--- src/rtl/sata_oob_ctrl.sv ---
// Host-side SATA OOB and link-speed bring-up controller.
// Sequences COMRESET/COMWAKE, D10.2 and the ALIGN handshake, then hands the TX lanes to the link layer.
module sata_oob_ctrl #(
  parameter int unsigned RETRY_TIMEOUT  = 132000,
  parameter int unsigned ALIGN_TIMEOUT  = 8192,
  parameter int unsigned NONALIGN_COUNT = 3
) (
  input  logic        i_clk,
  input  logic        i_rst,
  input  logic        i_gtx_ready,
  input  logic        i_tx_comfinish,
  input  logic        i_rx_cominit_det,
  input  logic        i_rx_comwake_det,
  input  logic [31:0] i_rx_data,
  input  logic [3:0]  i_rx_charisk,
  output logic        o_tx_cominit,
  output logic        o_tx_comwake,
  output logic        o_tx_elecidle,
  output logic [31:0] o_tx_data,
  output logic [3:0]  o_tx_charisk,
  output logic        o_link_up,
  output logic [3:0]  o_oob_state
);

  typedef enum logic [3:0] {
    ST_IDLE         = 4'd0,
    ST_COMRESET     = 4'd1,
    ST_WAIT_CR_DONE = 4'd2,
    ST_WAIT_COMINIT = 4'd3,
    ST_WAIT_CI_CLR  = 4'd4,
    ST_COMWAKE      = 4'd5,
    ST_WAIT_CW_DONE = 4'd6,
    ST_WAIT_COMWAKE = 4'd7,
    ST_WAIT_CW_CLR  = 4'd8,
    ST_SEND_D102    = 4'd9,
    ST_SEND_ALIGN   = 4'd10,
    ST_LINK_UP      = 4'd11
  } state_t;

  localparam logic [31:0] PRIM_ALIGN = 32'h7B4A4ABC;
  localparam logic [31:0] PRIM_SYNC  = 32'hB5B5957C;
  localparam logic [31:0] PRIM_D102  = 32'h4A4A4A4A;
  localparam logic [23:0] RETRY_LAST = 24'(RETRY_TIMEOUT - 1);
  localparam logic [23:0] ALIGN_LAST = 24'(ALIGN_TIMEOUT - 1);
  localparam logic [1:0]  NA_LAST    = 2'(NONALIGN_COUNT - 1);

  state_t      r_state;
  state_t      w_next;
  logic [23:0] r_timer;
  logic [1:0]  r_na_cnt;

  logic        r_tx_cominit;
  logic        r_tx_comwake;
  logic        r_tx_elecidle;
  logic [31:0] r_tx_data;
  logic [3:0]  r_tx_charisk;
  logic        r_link_up;

  logic        w_rx_align;
  logic        w_rx_nonalign;
  logic        w_retry_to;
  logic        w_align_to;
  logic        w_tx_cominit;
  logic        w_tx_comwake;
  logic        w_tx_elecidle;
  logic [31:0] w_tx_data;
  logic [3:0]  w_tx_charisk;
  logic        w_link_up;

  assign w_rx_align    = (i_rx_data == PRIM_ALIGN) && (i_rx_charisk == 4'b0001);
  assign w_rx_nonalign = i_rx_charisk[0] && (i_rx_data[7:0] == 8'h7C) && !w_rx_align;
  assign w_retry_to    = (r_timer == RETRY_LAST);
  assign w_align_to    = (r_timer == ALIGN_LAST);

  always_comb begin
    w_next = r_state;
    case (r_state)
      ST_IDLE:         if (i_gtx_ready) w_next = ST_COMRESET;
      ST_COMRESET:     w_next = ST_WAIT_CR_DONE;
      ST_WAIT_CR_DONE: if (i_tx_comfinish) w_next = ST_WAIT_COMINIT;
      ST_WAIT_COMINIT: begin
        if (i_rx_cominit_det)  w_next = ST_WAIT_CI_CLR;
        else if (w_retry_to)   w_next = ST_COMRESET;
      end
      ST_WAIT_CI_CLR:  if (!i_rx_cominit_det) w_next = ST_COMWAKE;
      ST_COMWAKE:      w_next = ST_WAIT_CW_DONE;
      ST_WAIT_CW_DONE: if (i_tx_comfinish) w_next = ST_WAIT_COMWAKE;
      ST_WAIT_COMWAKE: begin
        if (i_rx_comwake_det)  w_next = ST_WAIT_CW_CLR;
        else if (w_retry_to)   w_next = ST_COMRESET;
      end
      ST_WAIT_CW_CLR:  if (!i_rx_comwake_det) w_next = ST_SEND_D102;
      ST_SEND_D102: begin
        if (w_rx_align)        w_next = ST_SEND_ALIGN;
        else if (w_align_to)   w_next = ST_COMRESET;
      end
      ST_SEND_ALIGN: begin
        if (w_rx_nonalign && (r_na_cnt == NA_LAST)) w_next = ST_LINK_UP;
        else if (w_align_to)                        w_next = ST_COMRESET;
      end
      ST_LINK_UP:      if (i_rx_cominit_det) w_next = ST_COMRESET;
      default:         w_next = ST_IDLE;
    endcase
    // Losing the transceiver overrides every other transition.
    if ((r_state != ST_IDLE) && !i_gtx_ready) w_next = ST_IDLE;
  end

  // Outputs are decoded from the next state so the registers line up with r_state.
  always_comb begin
    w_tx_cominit  = (w_next == ST_COMRESET);
    w_tx_comwake  = (w_next == ST_COMWAKE);
    w_link_up     = (w_next == ST_LINK_UP);
    w_tx_elecidle = 1'b1;
    w_tx_data     = '0;
    w_tx_charisk  = '0;
    case (w_next)
      ST_SEND_D102: begin
        w_tx_elecidle = 1'b0;
        w_tx_data     = PRIM_D102;
      end
      ST_SEND_ALIGN: begin
        w_tx_elecidle = 1'b0;
        w_tx_data     = PRIM_ALIGN;
        w_tx_charisk  = 4'b0001;
      end
      ST_LINK_UP: begin
        w_tx_elecidle = 1'b0;
        w_tx_data     = PRIM_SYNC;
        w_tx_charisk  = 4'b0001;
      end
      default: ;
    endcase
  end

  always_ff @(posedge i_clk or posedge i_rst) begin
    if (i_rst) begin
      r_state       <= ST_IDLE;
      r_timer       <= '0;
      r_na_cnt      <= '0;
      r_tx_cominit  <= 1'b0;
      r_tx_comwake  <= 1'b0;
      r_tx_elecidle <= 1'b1;
      r_tx_data     <= '0;
      r_tx_charisk  <= '0;
      r_link_up     <= 1'b0;
    end else begin
      r_state       <= w_next;
      r_timer       <= (w_next != r_state) ? '0 : r_timer + 24'd1;
      r_na_cnt      <= ((r_state == ST_SEND_ALIGN) && w_rx_nonalign) ? r_na_cnt + 2'd1 : '0;
      r_tx_cominit  <= w_tx_cominit;
      r_tx_comwake  <= w_tx_comwake;
      r_tx_elecidle <= w_tx_elecidle;
      r_tx_data     <= w_tx_data;
      r_tx_charisk  <= w_tx_charisk;
      r_link_up     <= w_link_up;
    end
  end

  assign o_tx_cominit  = r_tx_cominit;
  assign o_tx_comwake  = r_tx_comwake;
  assign o_tx_elecidle = r_tx_elecidle;
  assign o_tx_data     = r_tx_data;
  assign o_tx_charisk  = r_tx_charisk;
  assign o_link_up     = r_link_up;
  assign o_oob_state   = r_state;

endmodule

--- config.mk ---
export PLATFORM = sky130hd
export DESIGN_NAME = sata_oob_ctrl
export DESIGN_NICKNAME = d
export VERILOG_FILES = /design/src/rtl/sata_oob_ctrl.sv
export SDC_FILE = /design/constraint.sdc
export NUM_CORES = 1
export LEC_CHECK = 0
export CAP_MARGIN = 20
export CORE_MARGIN = 3
export CORE_UTILIZATION = 46
export CTS_CLUSTER_DIAMETER = 40
export DETAILED_ROUTE_END_ITERATION = 8
export GPL_ROUTABILITY_DRIVEN = 0
export PLACE_DENSITY = 0.91
export SYNTH_ARGS = -nofsm -noshare
export SYNTH_HDL_FRONTEND = slang
export SYNTH_SLANG_ARGS = --single-unit
--- constraint.sdc ---
create_clock -name i_clk -period 4.48 [get_ports i_clk]
set_input_delay 0.896 -clock i_clk [delete_from_list [all_inputs] [get_ports i_clk]]
set_output_delay 0.896 -clock i_clk [all_outputs]
set_load 0.01 [all_outputs]
# Yosys cells after proc, flatten, opt, wreduce, memory -nomap -nowiden
# Index checks and enable logic that the tools add are counted.
[totals]
register_bits = 70
inputBits = 42
[classes]
n_addsub = 2
eq_ne = 23
mux = 19
reduce_logical = 12
[ops]
columns = ["operator", "n"]
rows = [
  ["32-bit case mux with 3 select lines", 1],
  ["4-bit 2-to-1 mux", 13],
  ["4-bit case mux with 12 select lines", 1],
  ["32-bit by 31-bit equality test with 1-bit output (second input constant)", 1],
  ["4-bit equality test (second input constant)", 7],
  ["24-bit by 1-bit adder with 24-bit output (second input constant)", 1],
  ["24-bit by 13-bit equality test with 1-bit output (second input constant)", 1],
  ["24-bit by 18-bit equality test with 1-bit output (second input constant)", 1],
  ["24-bit 2-to-1 mux", 1],
  ["4-bit by 3-bit equality test with 1-bit output (second input constant)", 5],
  ["4-bit by 1-bit equality test with 1-bit output (second input constant)", 3],
  ["4-bit by 2-bit equality test with 1-bit output (second input constant)", 2],
  ["8-bit by 7-bit equality test with 1-bit output (second input constant)", 1],
  ["1-bit logical AND", 6],
  ["4-bit logical NOT", 1],
  ["4-bit != test", 1],
  ["4-bit nonzero test", 1],
  ["3-bit OR reduction", 1],
  ["2-bit by 1-bit adder with 2-bit output (second input constant)", 1],
  ["2-bit equality test (second input constant)", 1],
  ["1-bit logical NOT", 2],
  ["1-bit 2-to-1 mux", 2],
  ["2-bit 2-to-1 mux", 1],
  ["2-bit OR reduction", 1],
]

# Depth between registers and ports, before layout
[logic_depth]
ltp_word = 11
depth_mapped = 10

# Least setup slack after synthesis
# OpenSTA, ideal clock, no wires.
[synth_timing]
kind = "input-to-reg"
startpoint = "input i_rx_data[21]"
endpoint = "register r_timer[10]"
setup_ns = 0.136
arrival_time_ns = 2.497
t_required_ns = 4.344
path_slack_ns = 1.847
stages = 8
cell_sequence = "nor4_1 > nand4_1 > nor4_1 > nor3_1 > o2111a_1 > o32ai_2 > buf_2 > nor3_1"
[synth_via]
elab_chain_cells = 10
word_cells_on_any_way = 11
[synth_lines]
columns = ["item", "line_no", "text"]
rows = [
  ["start, declared", "14", "input logic [31:0] i_rx_data,"],
  ["32-bit by 31-bit equality test with 1-bit output *", "70", "assign w_rx_align = (i_rx_data == PRIM_ALIGN) && (i_rx_charisk == 4'b0001);"],
  ["1-bit logical AND *", "70", ""],
  ["1-bit logical NOT", "71", "assign w_rx_nonalign = i_rx_charisk[0] && (i_rx_data[7:0] == 8'h7C) && !w_rx_align;"],
  ["1-bit logical AND", "71", ""],
  ["1-bit logical AND", "98", "if (w_rx_nonalign && (r_na_cnt == NA_LAST)) w_next = ST_LINK_UP;"],
  ["4-bit 2-to-1 mux", "98", ""],
  ["4-bit case mux with 12 select lines *", "77", "case (r_state)"],
  ["4-bit 2-to-1 mux *", "105", "if ((r_state != ST_IDLE) && !i_gtx_ready) w_next = ST_IDLE;"],
  ["4-bit != test *", "148", "r_timer <= (w_next != r_state) ? '0 : r_timer + 24'd1;"],
  ["24-bit 2-to-1 mux *", "148", ""],
  ["end signal, assigned", "148", ""],
  ["end, declared", "49", "logic [23:0] r_timer;"],
]
# Every way passes the cells marked *; elsewhere a longest branch is shown, timed or not.

# Final worst setup path
[layout_timing]
startpoint = "input i_gtx_ready"
endpoint = "register r_tx_data[7], in the netlist o_tx_data[7]"
[layout_via]
elab_chain_cells = 5
word_cells_on_any_way = 9
[layout_lines]
columns = ["item", "line_no", "text"]
rows = [
  ["start, declared", "10", "input logic i_gtx_ready,"],
  ["4-bit 2-to-1 mux / 1-bit logical NOT (equally long branches)", "78, 105", ""],
  ["4-bit case mux with 12 select lines / 1-bit logical AND (equally long branches)", "77, 105", ""],
  ["4-bit 2-to-1 mux *", "105", ""],
  ["named net w_next[0]", "48", "state_t w_next;"],
  ["4-bit equality test", "116", "case (w_next)"],
  ["32-bit case mux with 3 select lines *", "116", ""],
  ["named net w_tx_data[7]", "66", "logic [31:0] w_tx_data;"],
  ["end signal, assigned", "153", "r_tx_data <= w_tx_data;"],
  ["end, declared", "55", "logic [31:0] r_tx_data;"],
]
# The timed path passes the listed nets; every way through them passes the cells marked *.

==> key figures <==
Logic synthesis
  • Synth top area share: a little under two fifths
  • Post-synth top flop: dfrtp_1
  • Synth area leaders: dfrtp_1, buf_4, nor3_1
  • Synth async-reset ratio: 100%
  • #FFs+latches synth: 40
  • Yosys warning total: 0
  • Top cell type by total area after synthesis: dfrtp_1
  • Mean Syn Cell Area: between 8 and 9 um2
  • Sequential element share of the synthesized area: between 30% and 40%
  • Yosys cell types: 52
  • Cells after Synth: roughly 310
  • Post-synth EDFFs: 0
  • Post-Syn Area: ~2700 um2

Layout
  • N_diodes: 0
  • Fillers: 450
  • Fin nets: ~400
  • Layout area overhead: 28.6%
  • Layout cell share with drive strength beyond 1: between 5 and 6%

STA
  • Setup tns final: 0 ns
  • Min Tclk post-route: about 3 ns
  • RSZ-0062 raised after global routing: no
  • Hold slack: roughly 0.44 ns
  • Slew Limit Fails: 0
  • Tcrit/Tclk final: 68.6%
  • Relative slew slack: a little over two fifths
  • FMAX: approximately 330 MHz
  • Final hold vios: 0
  • Slew @ Worst Pin: approximately 0.86 ns
  • Clk_skew: 0.0124 ns
  • Final setup violation count: 0
  • Final critical-path setup slack: approximately 1.4 ns

Clock network
  • Maximum root-to-sink buffer count: 2
  • # clock sinks: 40
  • CTS hold repair buffers: 0
  • Worst-skew pair later-pin latency: between 0.3 and 0.4 ns
  • H-tree depth: 2
  • Root buf cell: clkbuf_8
  • Post-CTS Resized: 0
  • TritonCTS clock tree: done
  • Post-CTS Setup Inserts: 0
  • Clock-pin slew on the worst setup and hold paths: roughly 0.090 ns
  • Total CTS buffers: 5

Setup path
  • Crit Path Class: in2reg
  • Crit-path slowest cell: a211oi_1
  • CP max stage delay: roughly 0.7 ns
  • Crit Path Max Fanout: 6
  • Worst Setup Start Kind: input port
  • Worst endpoint required time: about 4.7 ns
  • Worst setup EP type: flop
  • Worst Path Buf+Inv: 1
  • Crit-path cells: clkdlybuf4s50_1, nor2b_1, a221o_1, a22oi_1, o21ai_1, a211oi_1, nor2_1, nor3_1
  • Delay-heaviest family, CP: compound AO/OA/AOI/OAI gates
  • Crit path DAT: approximately 3.3 ns

GRT
  • Busiest layer in global routing: met2
  • Total GRT Usage: around a fifth
  • Largest net degree at the start of global routing: 41
  • Grt met2 use: 33.5%
  • Antenna violations before repair: 0
  • Met3 Use GR: under 10%
  • Vias in the first global route: 2197
  • Grt ovf: 0
  • First-pass GRT wire length: slightly above 10000 um
  • Met1 Use GR: between 20% and 30%

Drt
  • DRT iter0 DRCs: 160
  • ANT nets after route: 0
  • Pre-antenna DRT Iters: 5
  • Routed WL: 6390 um
  • Vias per cell: between 5 and 6
  • Vias: 2394
  • DRC: 0
  • Drt wl/cell: 14.9 um

Floorplanning
  • Die area: between 6000 and 7000 um2
  • Starting Density: 47.8%
  • Row count: 27
  • Die X-Extent: about 82 um
  • Die height: between 80 and 90 um
  • # IOs: 86
  • Core Area: between 5000 and 6000 um2

Place
  • Post-DP HPWL: ~4500 um
  • Post-Place Worst Slack: 1.10 ns
  • I/O Buffers: 80

Pwr
  • Peak VDD IR: a little under 200 uV
  • Total power: 1.22 mW
  • Leak pwr: 1.38 nW
  • Cell area power density: approximately 360 nW/um2

Status
  • Outcome: finished, final reports clean

Job
  • Max_cap viols: 0

Hold path
  • Hold/Removal Path Class: reg2reg
final timing paths:
| check | startpoint | end | slack, ns | cells past startpoint |
|---|---|---|---|---|
| min in group asynchronous | i_rst | r_timer[17] | 1.00 | 3 |
| min | r_na_cnt[0] | r_na_cnt[0] | 0.44 | 1 |
| min reg2reg | r_na_cnt[0] | r_na_cnt[0] | 0.44 | 1 |
| max reg2reg | r_timer[0] | r_timer[8] | 1.63 | 8 |
| max | i_gtx_ready | o_tx_data[7] | 1.41 | 8 |
| max in group asynchronous | i_rst | o_tx_elecidle | 3.12 | 3 |
placed cells by master, fill, tap and decap left out, types with 3 or more instances in the layout:
master and count:
a21oi_1 7, and2_1 4, and4_1 3, buf_4 4, clkbuf_8 5, clkdlybuf4s50_1 80
conb_1 5, dfrtp_1 39, inv_1 12, nand2_1 11, nand2b_1 5, nand3_1 34
nand4_1 5, nor2_1 27, nor2b_1 4, nor3_1 36, nor4_1 5, nor4b_1 3
xnor2_1 11, xor2_1 13
registers in the layout, summed over array words and instances, names as in the netlist:
| register | count |
|---|---|
| o_tx_elecidle | 1 |
| o_tx_cominit | 1 |
| o_link_up | 1 |
| o_tx_comwake | 1 |
| r_na_cnt | 2 |
| r_timer | 24 |
| o_tx_data | 6 |
| o_oob_state | 4 |
synthesized netlist by cell type, drive strengths merged, types with 3 or more instances:
| cell type | count |
|---|---|
| o21ai | 3 |
| a211oi | 3 |
| a21oi | 7 |
| xor2 | 13 |
| dfrtp | 39 |
| buf | 35 |
| nor4b | 3 |
| and2 | 4 |
| nor3 | 36 |
| nand4 | 5 |
| xnor2 | 11 |
| nand3 | 34 |
| clkbuf | 10 |
| nand2b | 5 |
| nor2 | 27 |
| and4 | 3 |
| nor2b | 4 |
| nor4 | 6 |
| inv | 12 |
| nand2 | 11 |
metrics by stage:
step,util (%),instances,area [um2]
2_1_floorplan,-,311,2670
3_3_place_gp,59.5,422,3300
3_5_place_dp,59.5,422,3300
4_1_cts,61.5,430,3410
5_1_grt,61.5,430,3410
6_report,61.5,430,3410
cell families (layout without fill, tap and decap cells):
| kind of cell | after synthesis | in the layout | synth area share, % |
|---|---|---|---|
| AND/OR/NAND/NOR | 157 | 157 | 33.0 |
| buffers and inverters | 57 | 104 | 12.8 |
| flip-flops | 40 | 40 | 37.8 |
| AO/OA/AOI/OAI | 25 | 25 | 7.03 |
| XOR/XNOR | 24 | 24 | 7.93 |
| adder cells (fa/ha/maj) | 2 | 2 | 0.944 |
| other | 1 | 5 | 0.142 |
| multiplexers | 1 | 1 | 0.378 |
power breakdown:
group | total (mW) | internal, mW | switching [mW]
combinational | 0.476 | 0.193 | 0.283
sequential | 0.442 | 0.386 | 0.0560
clock | 0.297 | 0.165 | 0.133
total | 1.22 | 0.743 | 0.472
layout make-up:
cell class / count / area [um2] / share of cell area, %
Multi-Input combinational cell: 214 / 1330 / 39.0
Timing Repair Buffer: 84 / 831 / 24.4
Tap cell: 72 / 90.1 / 2.64
Inverter: 12 / 45.0 / 1.32
Sequential cell: 40 / 1000 / 29.4
Clock inverter: 3 / 42.5 / 1.25
Clock buffer: 5 / 68.8 / 2.02
routing by layer:
layer / vias up / wire length, um / part of all wire (%)
met2: 109 / 3240 / 51
li1: 1142 / - / -
met4: 0 / 125 / 2.0
met1: 1127 / 2590 / 40
met5: - / 0 / 0
met3: 16 / 442 / 6.9
No activity file was read; power rests on OpenSTA's default activity.
